==> src/rtl/axi4_lite_master.sv <==
// Single-outstanding AXI4-Lite master: turns one command into an AW/W/B or AR/R
// exchange and holds the result on the RSP_* port until the requester takes it.
module axi4_lite_master #(
  parameter int ADDRESS    = 32,
  parameter int DATA_WIDTH = 32
) (
  input  logic                    ACLK,
  input  logic                    ARESETN,
  input  logic                    CMD_VALID,
  output logic                    CMD_READY,
  input  logic                    CMD_WRITE,
  input  logic [ADDRESS-1:0]      CMD_ADDR,
  input  logic [DATA_WIDTH-1:0]   CMD_WDATA,
  input  logic [DATA_WIDTH/8-1:0] CMD_WSTRB,
  output logic                    RSP_VALID,
  input  logic                    RSP_READY,
  output logic [DATA_WIDTH-1:0]   RSP_RDATA,
  output logic [1:0]              RSP_RESP,
  output logic                    RSP_WRITE,
  output logic                    BUSY,
  output logic [ADDRESS-1:0]      M_AWADDR,
  output logic                    M_AWVALID,
  input  logic                    M_AWREADY,
  output logic [DATA_WIDTH-1:0]   M_WDATA,
  output logic [DATA_WIDTH/8-1:0] M_WSTRB,
  output logic                    M_WVALID,
  input  logic                    M_WREADY,
  input  logic [1:0]              M_BRESP,
  input  logic                    M_BVALID,
  output logic                    M_BREADY,
  output logic [ADDRESS-1:0]      M_ARADDR,
  output logic                    M_ARVALID,
  input  logic                    M_ARREADY,
  input  logic [DATA_WIDTH-1:0]   M_RDATA,
  input  logic [1:0]              M_RRESP,
  input  logic                    M_RVALID,
  output logic                    M_RREADY
);

  typedef enum logic [2:0] {
    IDLE,
    WADDR,
    WRESP,
    RADDR,
    RDATA,
    DONE
  } state_e;

  state_e                  state_q;
  logic                    aw_valid_q;
  logic                    w_valid_q;
  logic                    b_ready_q;
  logic                    ar_valid_q;
  logic                    r_ready_q;
  logic [ADDRESS-1:0]      aw_addr_q;
  logic [ADDRESS-1:0]      ar_addr_q;
  logic [DATA_WIDTH-1:0]   w_data_q;
  logic [DATA_WIDTH/8-1:0] w_strb_q;
  logic                    rsp_valid_q;
  logic [DATA_WIDTH-1:0]   rsp_rdata_q;
  logic [1:0]              rsp_resp_q;
  logic                    rsp_write_q;

  // A write channel is finished once its VALID has dropped or is being accepted now.
  logic aw_done;
  logic w_done;
  assign aw_done = !aw_valid_q || M_AWREADY;
  assign w_done  = !w_valid_q  || M_WREADY;

  always_ff @(posedge ACLK or negedge ARESETN) begin
    // NOTE: every output register is reset here so the bus sees clean zeros the
    // instant ARESETN falls, not merely the control bits.
    if (!ARESETN) begin
      state_q     <= IDLE;
      aw_valid_q  <= 1'b0;
      w_valid_q   <= 1'b0;
      b_ready_q   <= 1'b0;
      ar_valid_q  <= 1'b0;
      r_ready_q   <= 1'b0;
      aw_addr_q   <= '0;
      ar_addr_q   <= '0;
      w_data_q    <= '0;
      w_strb_q    <= '0;
      rsp_valid_q <= 1'b0;
      rsp_rdata_q <= '0;
      rsp_resp_q  <= 2'b00;
      rsp_write_q <= 1'b0;
    end else begin
      // NOTE: non-blocking assignments throughout, so every branch below reads the
      // values registered at the start of this cycle regardless of statement order.
      unique case (state_q)
        IDLE: begin
          if (CMD_VALID) begin
            if (CMD_WRITE) begin
              state_q    <= WADDR;
              aw_addr_q  <= CMD_ADDR;
              w_data_q   <= CMD_WDATA;
              w_strb_q   <= CMD_WSTRB;
              aw_valid_q <= 1'b1;
              w_valid_q  <= 1'b1;
            end else begin
              state_q    <= RADDR;
              ar_addr_q  <= CMD_ADDR;
              ar_valid_q <= 1'b1;
            end
          end
        end

        WADDR: begin
          if (aw_valid_q && M_AWREADY) aw_valid_q <= 1'b0;
          if (w_valid_q && M_WREADY)   w_valid_q  <= 1'b0;
          if (aw_done && w_done) begin
            state_q   <= WRESP;
            b_ready_q <= 1'b1;
          end
        end

        WRESP: begin
          if (M_BVALID) begin
            state_q     <= DONE;
            b_ready_q   <= 1'b0;
            rsp_valid_q <= 1'b1;
            rsp_resp_q  <= M_BRESP;
            rsp_rdata_q <= '0;
            rsp_write_q <= 1'b1;
          end
        end

        RADDR: begin
          if (M_ARREADY) begin
            state_q    <= RDATA;
            ar_valid_q <= 1'b0;
            r_ready_q  <= 1'b1;
          end
        end

        RDATA: begin
          if (M_RVALID) begin
            state_q     <= DONE;
            r_ready_q   <= 1'b0;
            rsp_valid_q <= 1'b1;
            rsp_resp_q  <= M_RRESP;
            rsp_rdata_q <= M_RDATA;
            rsp_write_q <= 1'b0;
          end
        end

        DONE: begin
          if (RSP_READY) begin
            state_q     <= IDLE;
            rsp_valid_q <= 1'b0;
          end
        end

        default: state_q <= IDLE;
      endcase
    end
  end

  assign CMD_READY = (state_q == IDLE);
  assign BUSY      = (state_q != IDLE);

  assign M_AWADDR  = aw_addr_q;
  assign M_AWVALID = aw_valid_q;
  assign M_WDATA   = w_data_q;
  assign M_WSTRB   = w_strb_q;
  assign M_WVALID  = w_valid_q;
  assign M_BREADY  = b_ready_q;
  assign M_ARADDR  = ar_addr_q;
  assign M_ARVALID = ar_valid_q;
  assign M_RREADY  = r_ready_q;

  assign RSP_VALID = rsp_valid_q;
  assign RSP_RDATA = rsp_rdata_q;
  assign RSP_RESP  = rsp_resp_q;
  assign RSP_WRITE = rsp_write_q;

endmodule

==> config.mk <==
export PLATFORM = sky130hd
export DESIGN_NAME = axi4_lite_master
export DESIGN_NICKNAME = d
export VERILOG_FILES = /design/src/rtl/axi4_lite_master.sv
export SDC_FILE = /design/constraint.sdc
export NUM_CORES = 1
export LEC_CHECK = 0
export ABC_AREA = 0
export BUFFER_PORTS_ARGS = -buffer_cell sky130_fd_sc_hd__buf_2
export CAP_MARGIN = 20
export CORE_ASPECT_RATIO = 0.6
export CORE_MARGIN = 2
export CORE_UTILIZATION = 48
export CTS_BUF_LIST = sky130_fd_sc_hd__clkbuf_8 sky130_fd_sc_hd__clkbuf_16
export CTS_CLUSTER_SIZE = 14
export DETAILED_ROUTE_END_ITERATION = 6
export GPL_TIMING_DRIVEN = 0
export HOLD_SLACK_MARGIN = 0.1
export PLACE_DENSITY = 0.78
export SKIP_LAST_GASP = 1
export SLEW_MARGIN = 20
export SYNTH_ARGS = -nofsm -noshare
export SYNTH_HDL_FRONTEND = slang
export SYNTH_SLANG_ARGS = --single-unit
==> constraint.sdc <==
create_clock -name ACLK -period 1.99 [get_ports ACLK]
set_input_delay 0.398 -clock ACLK [delete_from_list [all_inputs] [get_ports ACLK]]
set_output_delay 0.398 -clock ACLK [all_outputs]
set_load 0.05 [all_outputs]
==> results of run 1 <==
[cells by family after synthesis]
kind of cell           after synthesis
and+or+nand+nor                     50
AOI/OAI and AO/OA                   21
DFF                                144
muxes                              137
buffers and inverters               60
[synthesized netlist by cell type (all sizes together), types with 2 or more instances]
master,number
a211oi,2
a21oi,3
a2bb2oi,2
buf,21
clkbuf,2
dfrtp,144
inv,37
mux2,104
mux2i,33
nand2,36
nand2b,3
nand3b,3
nor2b,2
nor3b,2
o21ai,6
[through the flow]
| stage | utilization [%] | instances |
|---|---|---|
| 2_1_floorplan | - | 412 |
| 3_3_place_gp | 60.3 | 838 |
| 3_5_place_dp | 60.6 | 839 |
| 4_1_cts | 65.5 | 872 |
| 5_1_grt | 65.5 | 872 |
| 6_report | 65.5 | 872 |
[sequential cells by signal, indices dropped and copies added (netlist names)]
name	cells
M_ARADDR	32
M_ARVALID	1
M_AWADDR	32
M_AWVALID	1
M_BREADY	1
M_RREADY	1
M_WDATA	32
M_WSTRB	4
M_WVALID	1
RSP_RDATA	32
RSP_RESP	2
RSP_VALID	1
RSP_WRITE	1
state_q	3
[layout by cell type (no fill, tap or decap), types with 2 or more instances in the layout]
cell / instances
dfrtp_1: 144
bufinv_16: 3
mux2_4: 68
clkinv_2: 3
nand2b_1: 3
nand3b_1: 2
clkbuf_16: 17
a211oi_1: 2
o21ai_0: 6
mux2i_1: 33
inv_1: 37
a21oi_1: 3
nor2b_1: 2
a2bb2oi_1: 2
mux2_1: 31
inv_6: 3
clkbuf_1: 2
buf_2: 262
mux2_2: 5
clkinvlp_4: 2
buf_12: 8
nand2_1: 35
buf_4: 5
[layer usage]
| layer | wire [um] | up-vias |
|---|---|---|
| li1 | - | 1947 |
| met1 | 6550 | 2037 |
| met2 | 6370 | 168 |
| met3 | 961 | 18 |
| met4 | 245 | 0 |
| met5 | 0 | - |
[worst min path at each step]
| stage | from | end | slack, ns |
|---|---|---|---|
| final | M_WREADY | M_WVALID | 0.17 |
| after detailed placement | ARESETN | M_AWADDR[10] | 0.38 |
| after floorplan | ARESETN | M_ARADDR[0] | 0.10 |
| after global placement | RSP_RESP[0] | RSP_RESP[0] | 0.47 |
| after global routing | M_WREADY | M_WVALID | 0.17 |
| after CTS | M_WREADY | M_WVALID | 0.16 |
[worst reg2reg max path, delay by kind of cell (launching register included)]
family / cells / cell delay (ns)
multiplexers: 2 / 0.69
AND/OR/NAND/NOR: 1 / 0.48
flip-flops: 1 / 0.37
buffers and inverters: 1 / 0.14
[cell type report]
type / instances / area (um2) / share of cell area [%]
Multi-Input combinational cell: 208 / 2170 / 26.1
Buffer: 23 / 251 / 3.03
Sequential cell: 144 / 3600 / 43.4
Tap cell: 170 / 213 / 2.56
Clock inverter: 14 / 163 / 1.96
Inverter: 37 / 141 / 1.70
Clock buffer: 18 / 439 / 5.29
Timing Repair Buffer: 258 / 1330 / 16.0
==> metrics.yaml, run 1 <==
outcome:
  status: "completed"
drt:
  drtIter0Drc: 166
  num_vias: 4170
  firstDrtPassIters: 4
  drtAntennaViolNets: 0
  routed_wl_um: 14100
  viasPerCell: 4.78
  drc: 0
  drt-wirelength-per-cell_um: 16.2
setup_path:
  cp.buffers_inverters: 3
  path_class: "reg2out"
  start_kind: "flop"
  cp.depth: 5
  r2r_slack_ns: 0.20
  rr_endpoint: "RSP_RESP[0]"
  cp.required_ns: 1.59
  cpMaxStageDelayCell: "dfrtp_1"
  r2r_cells: 4
  cp.arrival_ns: 1.43
  max_stage_delay_ns: 0.37
  critical-path-top-delay-family: "buffers and inverters"
  r2r-start: "state_q[1]"
  cp-end-kind: "output pin"
  cp_max_fo: 7
  cp_cell_sequence: "buf_6 -> nor2_4 -> nand2_4 -> inv_4 -> buf_2"
  critPathLaunch: "state_q[1]"
  endpoint: "CMD_READY"
clock_network:
  clk_latency_ns: 0.40
  clk_pin_slew_ns: 0.06
  cts_buffer_depth: 2
  cts_tree: "built"
  cts_resized: 0
  cts_root_buf: "clkbuf_16"
  ctsHoldBuffers: 1
  clkSinkCount: 144
  cts-buffers-inserted: 17
  post_cts_buffers: 0
  h-tree-depth: 4
place:
  placed_area_um2: 7700
  place_ws_ns: 0.208
  dpl.hpwl_um: 10300
  port_buffers: 256
  gp_congestion: 0.803
yosys:
  yosysSeqAreaShare_pct: 58.5
  synth_edf_count: 0
  yosys.area_share.simple_pct: 4.30
  synth_seq_cells: 144
  synth_nets: 526
  ys_types: 37
  synth_warnings: 0
  syn_avg_cell_area_um2: 15.0
  synth_top_area_share_pct: 58.5
  ys_async_sr_fraction_pct: 100
  synth_flop_cell: "dfrtp_1"
  syn-cell-area_um2: 6160
  synth_compound_area_share_pct: 2.37
  synth_xor_area_share_pct: 0
  synth_top_family_by_area: "multiplexers"
  synthAdderAreaFrac_pct: 0
  synth_area_leader_cell: "dfrtp_1"
  postSynthCellCount: 412
  muxShareOfSynthArea_pct: 28.5
  synth_area_leaders: "dfrtp_1 (58%), mux2_4 (17%), mux2_1 (5.7%)"
global_routing:
  use_met1_pct: 28.3
  grt_pass1_vias: 4219
  grt_pass1_wl_um: 21800
  globalRouteMet3Util_pct: 5.22
  grt_use_total_pct: 20.4
  grt_use_met2_pct: 31.1
  grt_max_degree: 77
  top_usage_layer: "met2"
  grt_overflow: 0
  antenna_found_initial: 0
final_layout:
  final_area_um2: 8310
  drive_gt1_share_pct: 55.4
  nNetsFinal: 803
  syn2layout_area_growth_pct: 34.8
  antenna_cells: 0
  fill_cells: 942
timing:
  holdWs_ns: 0.172
  finalCritPeriodShare_pct: 92.0
  worstMarginPinSlew_ns: 0.547
  slew_violations: 0
  fin_crit_ns: 1.83
  fmax_mhz: 546
  slew_headroom_pct: 63.6
  grt_setup_unrepaired: "no"
  finalSetupTns_ns: 0
  finalSetupViolCount: 0
  skew_ns: 0.00810
  setup_ws_ns: 0.160
  final_hold_viol_count: 0
floorplanning:
  fp.dieH_um: 91.8
  core_um2: 12700
  rows: 32
  die_area_um2: 13800
  fp.dieW_um: 150
  initial_core_util_pct: 48.6
  ios: 257
hold_path:
  holdPathStages: 2
  hold_path.class: "in2reg"
run:
  maxCapViolations: 0
Power of run 1 is not shown: default switching activity piles up to over one toggle a cycle in this logic, so the estimate is an artifact.
==> inputs of run 2 (changes only) <==
GPL_ROUTABILITY_DRIVEN = 0   (was unset)
REMOVE_ABC_BUFFERS = 1   (was unset)
==> run 2 against run 1 <==
Via count barely moved. First-iteration DRC count fell by 7.8%. Sequential share of layout area up 0.056 points. Die area is the same. Final area hardly changed. Non-clock buffer count fell by 14. Utilization about the same. Register-to-register slack worse by 0.15 ns. Critical path type is now reg2reg.
==> metrics.yaml, run 2 (same netlist as run 1, synthesis figures left out) <==
final_layout:
  mostFrequentLayoutCells: "buf_2 (254), dfrtp_1 (141), mux2_4 (68), inv_1 (35), nand2_1 (35)"  # was buf_2 (262), dfrtp_1 (144), mux2_4 (68), inv_1 (37), nand2_1 (35)
  drive_gt1_share_pct: 55.7  # was 55.4%
  final_common_cell: "buf_2"  # unchanged
  nNetsFinal: 791  # was 803
  fill_cells: 955  # was 942
  antenna_cells: 0  # unchanged
  syn2layout_area_growth_pct: 34.8  # about the same
  instances_no_fill: 859  # was 872
floorplanning:
  initial_core_util_pct: 48.6  # unchanged
  die_area_um2: 13800  # unchanged
  fp.dieH_um: 91.8  # unchanged
  rows: 32  # unchanged
  ios: 257  # unchanged
  core_um2: 12700  # unchanged
  fp.dieW_um: 150  # unchanged
drt:
  routed_wl_um: 14200  # was 14100 um
  drtAntennaViolNets: 0  # unchanged
  num_vias: 4174  # was 4170
  viasPerCell: 4.86  # was 4.78
  firstDrtPassIters: 4  # unchanged
  drtIter0Drc: 153  # was 166
  drc: 0  # unchanged
  drt-wirelength-per-cell_um: 16.5  # was 16.2 um
global_routing:
  grt_overflow: 0  # unchanged
  grt_pass1_vias: 4281  # was 4219
  antenna_found_initial: 0  # unchanged
  globalRouteMet3Util_pct: 5.72  # was 5.22%
  use_met1_pct: 28.6  # was 28.3%
  grt_pass1_wl_um: 22200  # was 21800 um
  grt_use_total_pct: 20.6  # was 20.4%
  grt_max_degree: 83  # was 77
  grt_use_met2_pct: 32.2  # was 31.1%
  top_usage_layer: "met2"  # unchanged
setup_path:
  cp_cell_sequence: "nor2_4 -> nand2_4 -> inv_4 -> and3_2 -> mux2_4"  # was buf_6 -> nor2_4 -> nand2_4 -> inv_4 -> buf_2
  cp-end-kind: "flop"  # was output pin
  cpMaxStageDelayCell: "dfrtp_4"  # was dfrtp_1
  r2r_slack_ns: 0.05  # was 0.20 ns
  path_class: "reg2reg"  # was reg2out
  cp_max_fo: 16  # was 7
  cp.arrival_ns: 2.23  # was 1.43 ns
  cp.required_ns: 2.28  # was 1.59 ns
  max_stage_delay_ns: 0.58  # was 0.37 ns
  start_kind: "flop"  # unchanged
timing:
  slew_headroom_pct: 63.6  # about the same
  fmax_mhz: 516  # was 546 MHz
  skew_ns: 0.00773  # was 0.00810 ns
  finalCritPeriodShare_pct: 97.4  # was 92.0%
  fin_crit_ns: 1.94  # was 1.83 ns
  setup_ws_ns: 0.0514  # was 0.160 ns
  final_hold_viol_count: 0  # unchanged
  slew_violations: 0  # unchanged
  worstMarginPinSlew_ns: 0.546  # was 0.547 ns
  grt_setup_unrepaired: "no"  # unchanged
  finalSetupViolCount: 0  # unchanged
clock_network:
  h-tree-depth: 4  # unchanged
  cts_buffer_depth: 2  # unchanged
  cts-buffers-inserted: 17  # unchanged
  clk_latency_ns: 0.41  # was 0.40 ns
  clkSinkCount: 144  # unchanged
  cts_root_buf: "clkbuf_16"  # unchanged
  cts_tree: "built"  # unchanged
  clk_pin_slew_ns: 0.06  # about the same
place:
  port_buffers: 256  # unchanged
  place_ws_ns: -0.387  # was 0.208 ns
  dpl.hpwl_um: 9850  # was 10300 um
  dp_cells: 820  # was 839
run:
  maxCapViolations: 0  # unchanged
outcome:
  status: "completed"  # unchanged
hold_path:
  hold_path.class: "in2reg"  # unchanged
run 2: cell types whose count changed in the layout (fill, tap and decap cells not counted), sizes merged:
cell      previous run  this run
buf                278       266
bufinv               3         6
clkbuf              20        18
inv                 42        40
and3                 1         2
clkinv               4         3
clkinvlp             2         1
nand3b               3         4
run 2: metal layers:
metal / vias to the layer above / wire (um)
met5: - / 0
met4: 0 / 99
met3: 11 / 955
met2: 153 / 6560
met1: 2081 / 6600
li1: 1929 / -
run 2: cell type report:
class,instances,area [um2],share of cell area (%)
multi-input cells,210,2210,26.6
well taps,170,213,2.56
clock buffers,18,439,5.28
inverters,37,141,1.70
flip-flops and latches,144,3610,43.4
clock inverters,13,233,2.80
repair buffers,267,1460,17.6
run 2: what timing repair did:
action	CTS	global route
hold buffers	1	0
endpoints found under the hold margin	62	0
setup endpoints to repair	104	33
buffers inserted	3	2
gates resized for setup	2	5
pin swaps	3	0
cloned	1	1
run 2: worst paths after layout:
check | to | start | cells after the start
setup / recovery | M_AWADDR[9] | state_q[0] | 5
hold / removal | M_WVALID | M_WREADY | 2
setup reg to reg | M_AWADDR[9] | state_q[0] | 5
hold reg to reg | M_ARADDR[29] | M_ARADDR[29] | 1
max in group asynchronous | state_q[0] | ARESETN | 3
min in group asynchronous | RSP_RDATA[10] | ARESETN | 2
run 2: metrics by stage:
stage / hold slack [ns] / setup TNS [ns] / instance area (um2) / util (%)
6_report: 0.168 / 0 / 8310 / 65.5
5_1_grt: 0.158 / 0 / 8310 / 65.5
4_1_cts: 0.153 / 0 / 8270 / 65.2
3_5_place_dp: 0.356 / -18.12 / 7560 / 59.5
3_3_place_gp: 0.464 / -319.94 / 7410 / 58.4
2_1_floorplan: 0.102 / -88.99 / 5910 / -
run 2: critical path: cells and delay by family (launching register included):
| kind | cells | cell delay, ns |
|---|---|---|
| AND/OR/NAND/NOR | 3 | 0.78 |
| flip-flops | 1 | 0.58 |
| multiplexers | 1 | 0.35 |
| buffers and inverters | 1 | 0.11 |
Power of run 2 is left out for the same reason.
==> inputs of run 3 (changes only) <==
CORE_ASPECT_RATIO = unset   (was 0.6)
CTS_CLUSTER_SIZE = 20   (was 14)
==> run 3 against run 2 <==
Sequential share of layout area rose by 0.59 points. Critical path type is now reg2out. Non-clock buffer count fell by 2. Via count fell by 0.41%. Register-to-register slack improved by 0.06 ns. Clock skew fell by 0.00074 ns. Die area fell by 0.22%. Critical endpoint is now CMD_READY. Final area fell by 1.4%. Global-route usage rose by 0.60 points. Hold slack got worse by 0.0084 ns. Routed wire length rose by 0.66%.
==> metrics.yaml, run 3 (same netlist as run 1, synthesis figures left out) <==
outcome:
  status: "completed"  # unchanged
final_layout:
  final_common_cell: "buf_2"  # unchanged
  nNetsFinal: 789  # was 791
  drive_gt1_share_pct: 54.7  # was 55.7%
  final_area_um2: 8190  # was 8310 um2
  regArea_um2: 3610  # about the same
  mostFrequentLayoutCells: "buf_2 (254), dfrtp_1 (141), mux2_4 (68), inv_1 (41), nand2_1 (35)"  # was buf_2 (254), dfrtp_1 (141), mux2_4 (68), inv_1 (35), nand2_1 (35)
  syn2layout_area_growth_pct: 32.9  # was 34.8%
  multiInputGateArea_um2: 2210  # about the same
  fill_cells: 929  # was 955
  final_core_util_pct: 65.2  # was 65.5%
  antenna_cells: 0  # unchanged
drt:
  firstDrtPassIters: 6  # was 4
  drc: 0  # unchanged
  routed_wl_um: 14300  # was 14200 um
  drtAntennaViolNets: 0  # unchanged
  viasPerCell: 4.84  # was 4.86
  drt-wirelength-per-cell_um: 16.7  # was 16.5 um
  drtIter0Drc: 189  # was 153
  num_vias: 4157  # was 4174
clock_network:
  clkSinkCount: 144  # unchanged
  clk_pin_slew_ns: 0.05  # was 0.06 ns
  cts_buffer_depth: 2  # unchanged
  cts-buffers-inserted: 17  # unchanged
  h-tree-depth: 4  # unchanged
  clk_latency_ns: 0.41  # about the same
  cts_tree: "built"  # unchanged
  cts_root_buf: "clkbuf_16"  # unchanged
setup_path:
  cp_cell_sequence: "nor2_4 -> nand2_4 -> inv_4 -> clkbuf_4"  # was nor2_4 -> nand2_4 -> inv_4 -> and3_2 -> mux2_4
  cpMaxStageDelayCell: "dfrtp_2"  # was dfrtp_4
  cp_max_fo: 16  # unchanged
  path_class: "reg2out"  # was reg2reg
  max_stage_delay_ns: 0.52  # was 0.58 ns
  cp-end-kind: "output pin"  # was flop
  cp.arrival_ns: 1.51  # was 2.23 ns
  start_kind: "flop"  # unchanged
  cp.required_ns: 1.59  # was 2.28 ns
global_routing:
  grt_max_degree: 84  # was 83
  grt_pass1_wl_um: 23100  # was 22200 um
  grt_use_total_pct: 21.2  # was 20.6%
  grt_pass1_vias: 4318  # was 4281
  antenna_found_initial: 0  # unchanged
  grt_overflow: 0  # unchanged
hold_path:
  hold_path.class: "in2reg"  # unchanged
run:
  maxCapViolations: 0  # unchanged
floorplanning:
  rows: 41  # was 32
  core_um2: 12600  # was 12700 um2
  ios: 257  # unchanged
  fp.dieW_um: 117  # was 150 um
  initial_core_util_pct: 49.0  # was 48.6%
  fp.dieH_um: 117  # was 91.8 um
  die_area_um2: 13800  # about the same
timing:
  fin_crit_ns: 1.91  # was 1.94 ns
  fmax_mhz: 524  # was 516 MHz
  grt_setup_unrepaired: "no"  # unchanged
  finalCritPeriodShare_pct: 95.9  # was 97.4%
  worstMarginPinSlew_ns: 0.621  # was 0.546 ns
  final_hold_viol_count: 0  # unchanged
  finalSetupViolCount: 0  # unchanged
  slew_violations: 0  # unchanged
  slew_headroom_pct: 58.6  # was 63.6%
  skew_ns: 0.00699  # was 0.00773 ns
place:
  placed_area_um2: 7560  # about the same
  port_buffers: 256  # unchanged
  dpl.hpwl_um: 9850  # about the same
[run 3: per-layer routing]
metal / routed length (um) / global-route usage, %
met2: 7390 / 36.2
met5: 0 / 0
met4: 383 / 9.49
met3: 654 / 4.47
met1: 5880 / 26.0
[run 3: what timing repair did]
| item | CTS | global route |
|---|---|---|
| hold endpoints to repair | 82 | 0 |
| hold buffers | 1 | 0 |
| setup endpoints to repair | 83 | 30 |
| gates cloned | 1 | 1 |
| pin swaps | 2 | 0 |
| setup buffers | 3 | 0 |
| resized for setup | 3 | 2 |
[run 3: layout make-up]
class / count / area share, %
clock buffers: 18 / 5.36
well taps: 172 / 2.63
repair buffers: 265 / 17.7
multi-input cells: 210 / 27.0
clock inverters: 12 / 1.60
flip-flops and latches: 144 / 44.0
inverters: 37 / 1.73
[run 3: worst max-delay path: cells and delay by family, from the launching register on]
kind / cells / cell delay [ns]
AND/OR/NAND/NOR: 2 / 0.25
flip-flops: 1 / 0.52
buffers and inverters: 2 / 0.32
[run 3: worst paths after layout]
| kind | startpoint | to | cells after the start | slack (ns) |
|---|---|---|---|---|
| hold reg to reg | M_ARADDR[18] | M_ARADDR[18] | 1 | 0.49 |
| setup reg to reg | state_q[1] | M_ARADDR[7] | 5 | 0.11 |
| hold / removal | M_WREADY | M_WVALID | 2 | 0.16 |
| min in group asynchronous | ARESETN | M_AWADDR[4] | 2 | 0.59 |
| max in group asynchronous | ARESETN | state_q[1] | 3 | 0.65 |
| setup / recovery | state_q[1] | CMD_READY | 4 | 0.08 |
[run 3: per-stage QoR]
step           setup slack [ns]  cells  hold WS [ns]  setup TNS (ns)
2_1_floorplan             -1.73    389         0.102          -88.99
3_3_place_gp              -2.50    817         0.464         -310.48
6_report                 0.0809    858         0.159               0
4_1_cts                  0.0436    857         0.140               0
3_5_place_dp             -0.450    822         0.426          -20.20
5_1_grt                 0.00776    858         0.154               0
Power of run 3 is left out for the same reason.
